==> config.mk <==
export PLATFORM = sky130hd
export DESIGN_NAME = ts_packetizer
export DESIGN_NICKNAME = d
export VERILOG_FILES = /design/src/rtl/ts_pkg.sv /design/src/rtl/ts_header_gen.sv /design/src/rtl/ts_packetizer.sv
export SDC_FILE = /design/constraint.sdc
export NUM_CORES = 1
export LEC_CHECK = 0
export ABC_CLOCK_PERIOD_IN_PS = 3900
export CORE_MARGIN = 1.5
export CORE_UTILIZATION = 40
export CTS_BUF_LIST = sky130_fd_sc_hd__clkbuf_8
export DETAILED_ROUTE_END_ITERATION = 8
export HOLD_SLACK_MARGIN = 0.12
export PLACE_DENSITY = 0.62
export SKIP_CTS_REPAIR_TIMING = 1
export SLEW_MARGIN = 20
export SYNTH_ARGS = -nofsm -noshare
export SYNTH_HDL_FRONTEND = slang
export SYNTH_SLANG_ARGS = --single-unit
==> constraint.sdc <==
create_clock -name clk -period 3.9 [get_ports clk]
set_input_delay 1.17 -clock clk [delete_from_list [all_inputs] [get_ports clk]]
set_output_delay 1.17 -clock clk [all_outputs]
set_load 0.01 [all_outputs]
==> src/rtl/ts_pkg.sv <==
// Shared MPEG2-TS constants and types, used by the packetizer and by the sync-recovery receiver.
package ts_pkg;

    localparam logic [7:0]  SYNC_BYTE   = 8'h47;
    localparam logic [7:0]  NULL_BYTE   = 8'hFF;
    localparam logic [7:0]  PKT_LEN     = 8'd188;
    localparam logic [7:0]  HDR_LEN     = 8'd4;
    localparam logic [12:0] NULL_PID    = 13'h1FFF;
    localparam logic [1:0]  AFC_PAYLOAD = 2'b01;

    typedef enum logic [1:0] {
        IDLE = 2'd0,
        HDR  = 2'd1,
        PAY  = 2'd2
    } state_t;

    typedef enum logic {
        DATA = 1'b0,
        NULL = 1'b1
    } kind_t;

endpackage

==> src/rtl/ts_header_gen.sv <==
// Combinational TS header byte mux: picks sync/header byte 0..3 for the current packet.
module ts_header_gen
    import ts_pkg::*;
(
    input  logic [1:0]  sel,
    input  kind_t       kind,
    input  logic        pusi,
    input  logic [12:0] pid,
    input  logic [3:0]  cc,
    output logic [7:0]  hdr_byte
);

    logic [12:0] pid_eff;
    logic        pusi_eff;
    logic [3:0]  cc_eff;

    // Null packets carry a fixed header regardless of the committed flags.
    always_comb begin
        pid_eff  = (kind == DATA) ? pid : NULL_PID;
        pusi_eff = (kind == DATA) ? pusi : 1'b0;
        cc_eff   = (kind == DATA) ? cc : 4'd0;
        case (sel)
            2'd1:    hdr_byte = {1'b0, pusi_eff, 1'b0, pid_eff[12:8]};
            2'd2:    hdr_byte = pid_eff[7:0];
            2'd3:    hdr_byte = {2'b00, AFC_PAYLOAD, cc_eff};
            default: hdr_byte = SYNC_BYTE;
        endcase
    end

endmodule

==> src/rtl/ts_packetizer.sv <==
// Transmit-side TS framer: wraps a payload byte stream into 188-byte packets, null-filling when idle.
module ts_packetizer
    import ts_pkg::*;
#(
    parameter logic [12:0] PID       = 13'h0100,
    parameter bit          NULL_FILL = 1'b1
) (
    input  logic       clk,
    input  logic       rst,
    input  logic [7:0] in_data,
    input  logic       in_valid,
    input  logic       in_pusi,
    output logic       in_ready,
    output logic [7:0] out_data,
    output logic       out_valid,
    input  logic       out_ready,
    output logic       out_sync,
    output logic [3:0] cc
);

    state_t     state;
    kind_t      kind;
    logic [7:0] idx;
    logic [3:0] cc_q;
    logic       pusi_q;
    logic [7:0] hdr_byte;
    logic       xfer;

    ts_header_gen u_header_gen (
        .sel      (idx[1:0]),
        .kind     (kind),
        .pusi     (pusi_q),
        .pid      (PID),
        .cc       (cc_q),
        .hdr_byte (hdr_byte)
    );

    // Outputs are purely combinational so payload bytes pass straight through.
    always_comb begin
        out_data  = SYNC_BYTE;
        out_sync  = 1'b0;
        out_valid = 1'b0;
        in_ready  = 1'b0;
        case (state)
            IDLE: begin
                out_sync  = 1'b1;
                out_valid = in_valid | NULL_FILL;
            end
            HDR: begin
                out_data  = hdr_byte;
                out_valid = 1'b1;
            end
            PAY: begin
                if (kind == DATA) begin
                    out_data  = in_data;
                    out_valid = in_valid;
                    in_ready  = out_ready;
                end else begin
                    out_data  = NULL_BYTE;
                    out_valid = 1'b1;
                end
            end
            default: ;
        endcase
    end

    assign xfer = out_valid & out_ready;
    assign cc   = cc_q;

    // Packet kind and PUSI are latched at the sync byte so later input changes cannot alter the header.
    always_ff @(posedge clk) begin
        if (rst) begin
            state  <= IDLE;
            idx    <= 8'd0;
            cc_q   <= 4'd0;
            kind   <= DATA;
            pusi_q <= 1'b0;
        end else if (xfer) begin
            case (state)
                IDLE: begin
                    kind   <= in_valid ? DATA : NULL;
                    pusi_q <= in_valid & in_pusi;
                    idx    <= 8'd1;
                    state  <= HDR;
                end
                HDR: begin
                    idx <= idx + 8'd1;
                    if (idx == HDR_LEN - 8'd1) begin
                        state <= PAY;
                    end
                end
                PAY: begin
                    if (idx == PKT_LEN - 8'd1) begin
                        idx   <= 8'd0;
                        state <= IDLE;
                        if (kind == DATA) begin
                            cc_q <= cc_q + 4'd1;
                        end
                    end else begin
                        idx <= idx + 8'd1;
                    end
                end
                default: begin
                    idx   <= 8'd0;
                    state <= IDLE;
                end
            endcase
        end
    end

endmodule

==> results by group <==
Synthesis
  • Gate Count Post-Synth: between 100 and 150
  • Seq/Total Area, Yosys: 0.271
  • Ys flop type: dfxtp_1
  • Top area cells in the synthesized netlist: dfxtp_1, ha_1, a21oi_1, o21ai_0, nand2_1
  • Post-synth top area share: 0.271
  • Mapped Avg Cell Area: between 7 and 8 sq um
  • Ys Warns: 0
  • EDFF count, synth: 0
  • Ys async rst share: 0
  • Flops & latches, synth: 16
  • Area leader, netlist: dfxtp_1
  • Mapped Area: roughly 1200 sq um
  • Synth cell types: 43
  • Net count after synthesis: 173

Finish
  • Area occupied by multi-input gates: about 820 sq um
  • Layout Nets: 204
  • FF/Latch Area: roughly 320 sq um
  • Share of cells above drive strength 1: 0.0726
  • Most frequent cells in the layout: clkdlybuf4s50_1, dfxtp_1, nand2_1, a21oi_1, o21ai_0
  • Filler Cell Count: between 200 and 300
  • Area Growth Syn to Fin: 31.0%
  • N_diodes: 0
  • Most common cell after layout, fill and taps aside: clkdlybuf4s50_1

Power and ir drop
  • VDD IR-drop max: ~0.00028 V
  • Gate power share: 0.324
  • Clock share of power: 0.304
  • Pwr dens: 319 nW/um^2
  • Register share of total power: 0.372
  • Switching Fraction: 0.319
  • Power Internal: 0.336 mW
  • LEAKAGE: 0.557 nW
  • Net switching power: approximately 0.16 mW

Timing
  • Worst-margin pin slew: just under 0.5 ns
  • Unrepaired setup endpoints after global routing: false
  • Setup violation total in the final timing report: 0
  • Final worst-path cycle share: 0.959
  • Max-slew violations: 0
  • Slew HR: 0.669
  • Fin crit period: between 3 and 4 ns
  • Hold WS: roughly 0.45 ns
  • Final Hold Fails: 0
  • Sum Neg Setup Slack: 0 ns
  • Layout Skew: ~0.0034 ns
  • Max frequency: around 270 MHz

Run status
  • Status: completed

Floorplan
  • Die X: 57.3 um
  • Row count: 19
  • Starting Density: 0.425
  • I/O Pins: 28
  • Core Region: around 2800 sq um
  • Die area: approximately 3300 sq um
  • Die H: 57.3 um

Clock network
  • Max clock buf depth: 2
  • Root buffer cell: clkbuf_8
  • CTS tree: yes
  • CTS H-tree lvls: 1
  • Worst-Skew Late Latency: approximately 0.25 ns
  • CTS sink count: 16
  • Clock Pin Slew Worst Setup and Hold Paths: roughly 0.07 ns
  • CTS Buf Count: 3

Setup path
  • Class of the most critical setup path: input port to primary output
  • Crit path capture type: primary output
  • CP Launch Type: input port
  • Worst path arrival time: around 2.6 ns
  • Critical Path RT: between 2 and 3 ns
  • CP max FO: 4

GRT
  • Largest net degree at the start of global routing: 17
  • Vias in the first global route: about 1.2k
  • Total GRT Usage: 0.209
  • Overflow left after global routing: 0
  • First-pass GRT wire length: around 5400 um
  • Initial antenna violation count: 0

Route
  • Vias: roughly 1.2k
  • Total Wirelength: 3180 um
  • Drt wl/cell: between 15 and 20 um
  • Number of DRC markers in iteration 0: between 40 and 50
  • TritonRoute pass-1 iters: 4
  • Drt via density: between 5 and 6
  • Antenna Nets Post-Route: 0
  • # DRC: 0

Placed design
  • PortBufs: 27
  • Routability cong.: ~0.81
  • HPWL Detailed: 2460 um

Flow run
  • Max Cap Viol: 0

Worst hold path
  • Hold/Removal Path Class: flop to flop
critical path, cell delays in order:
cell and delay, ns:
clkdlybuf4s50_1 0.48, o21ai_1 0.11, a21oi_1 0.24, clkdlybuf4s50_1 0.57
cells in the mapped netlist (3+ instances only):
cell type / count
inv_1: 8
o211ai_1: 4
a21oi_1: 14
nand2_1: 14
a211oi_1: 4
o31ai_1: 3
or4_1: 3
ha_1: 11
o21ai_0: 12
nor2b_1: 3
nor2_1: 10
nand4_1: 3
a21boi_0: 4
nand3_1: 6
dfxtp_1: 16
metal layers:
| metal | part of all wire | track usage |
|---|---|---|
| met4 | 0.015 | 0.0664 |
| met3 | 0.029 | 0.0204 |
| met1 | 0.47 | 0.270 |
| met5 | 0 | 0 |
| met2 | 0.49 | 0.364 |
cell type report:
class | count | share of cell area
multi-input cells | 122 | 0.529
inverters | 8 | 0.0194
repair buffers | 29 | 0.184
flip-flops and latches | 16 | 0.207
well taps | 31 | 0.0251
clock buffers | 4 | 0.0356
worst paths after layout:
check,slack [ns],depth (start not counted),from,endpoint
worst max-delay path,0.16,4,in_valid,out_valid
worst min-delay path,0.45,2,pusi_q$_SDFFE_PP0P_,pusi_q$_SDFFE_PP0P_
worst max register to register,1.83,6,state[0]$_SDFFE_PP0P_,cc[2]$_SDFFE_PP0P_
worst min register to register,0.45,2,pusi_q$_SDFFE_PP0P_,pusi_q$_SDFFE_PP0P_
sequential cells by signal, summed over array words and instances, names as in the netlist:
name,cells
cc,4
idx,8
kind,1
pusi_q,1
state,2
power groups by stage:
stage	clock network, mW	registers (mW)	logic [mW]
floorplan	0	0.182	0.0969
global placement	0	0.186	0.157
detailed placement	0	0.187	0.159
CTS	0.154	0.183	0.160
global route	0.161	0.186	0.177
finish	0.150	0.183	0.160
kinds of logic after synthesis:
family / Yosys count / share of synthesized area
compound gates: 55 / 0.311
xor+xnor: 3 / 0.0222
fa+ha+maj: 11 / 0.117
buf+inv: 11 / 0.0360
flops: 16 / 0.271
mux: 2 / 0.0180
simple gates: 51 / 0.225
metrics by stage:
stage	util	total power [mW]	instance area, sq um	instances	worst slack (ns)
2_1_floorplan	-	0.279	1180	149	1.20
3_3_place_gp	0.537	0.343	1490	206	0.170
3_5_place_dp	0.537	0.346	1490	206	0.166
4_1_cts	0.556	0.497	1550	210	0.162
5_1_grt	0.556	0.524	1550	210	0.0952
6_report	0.556	0.493	1550	210	0.161
Note: power is estimated with default switching activity, not from simulation.
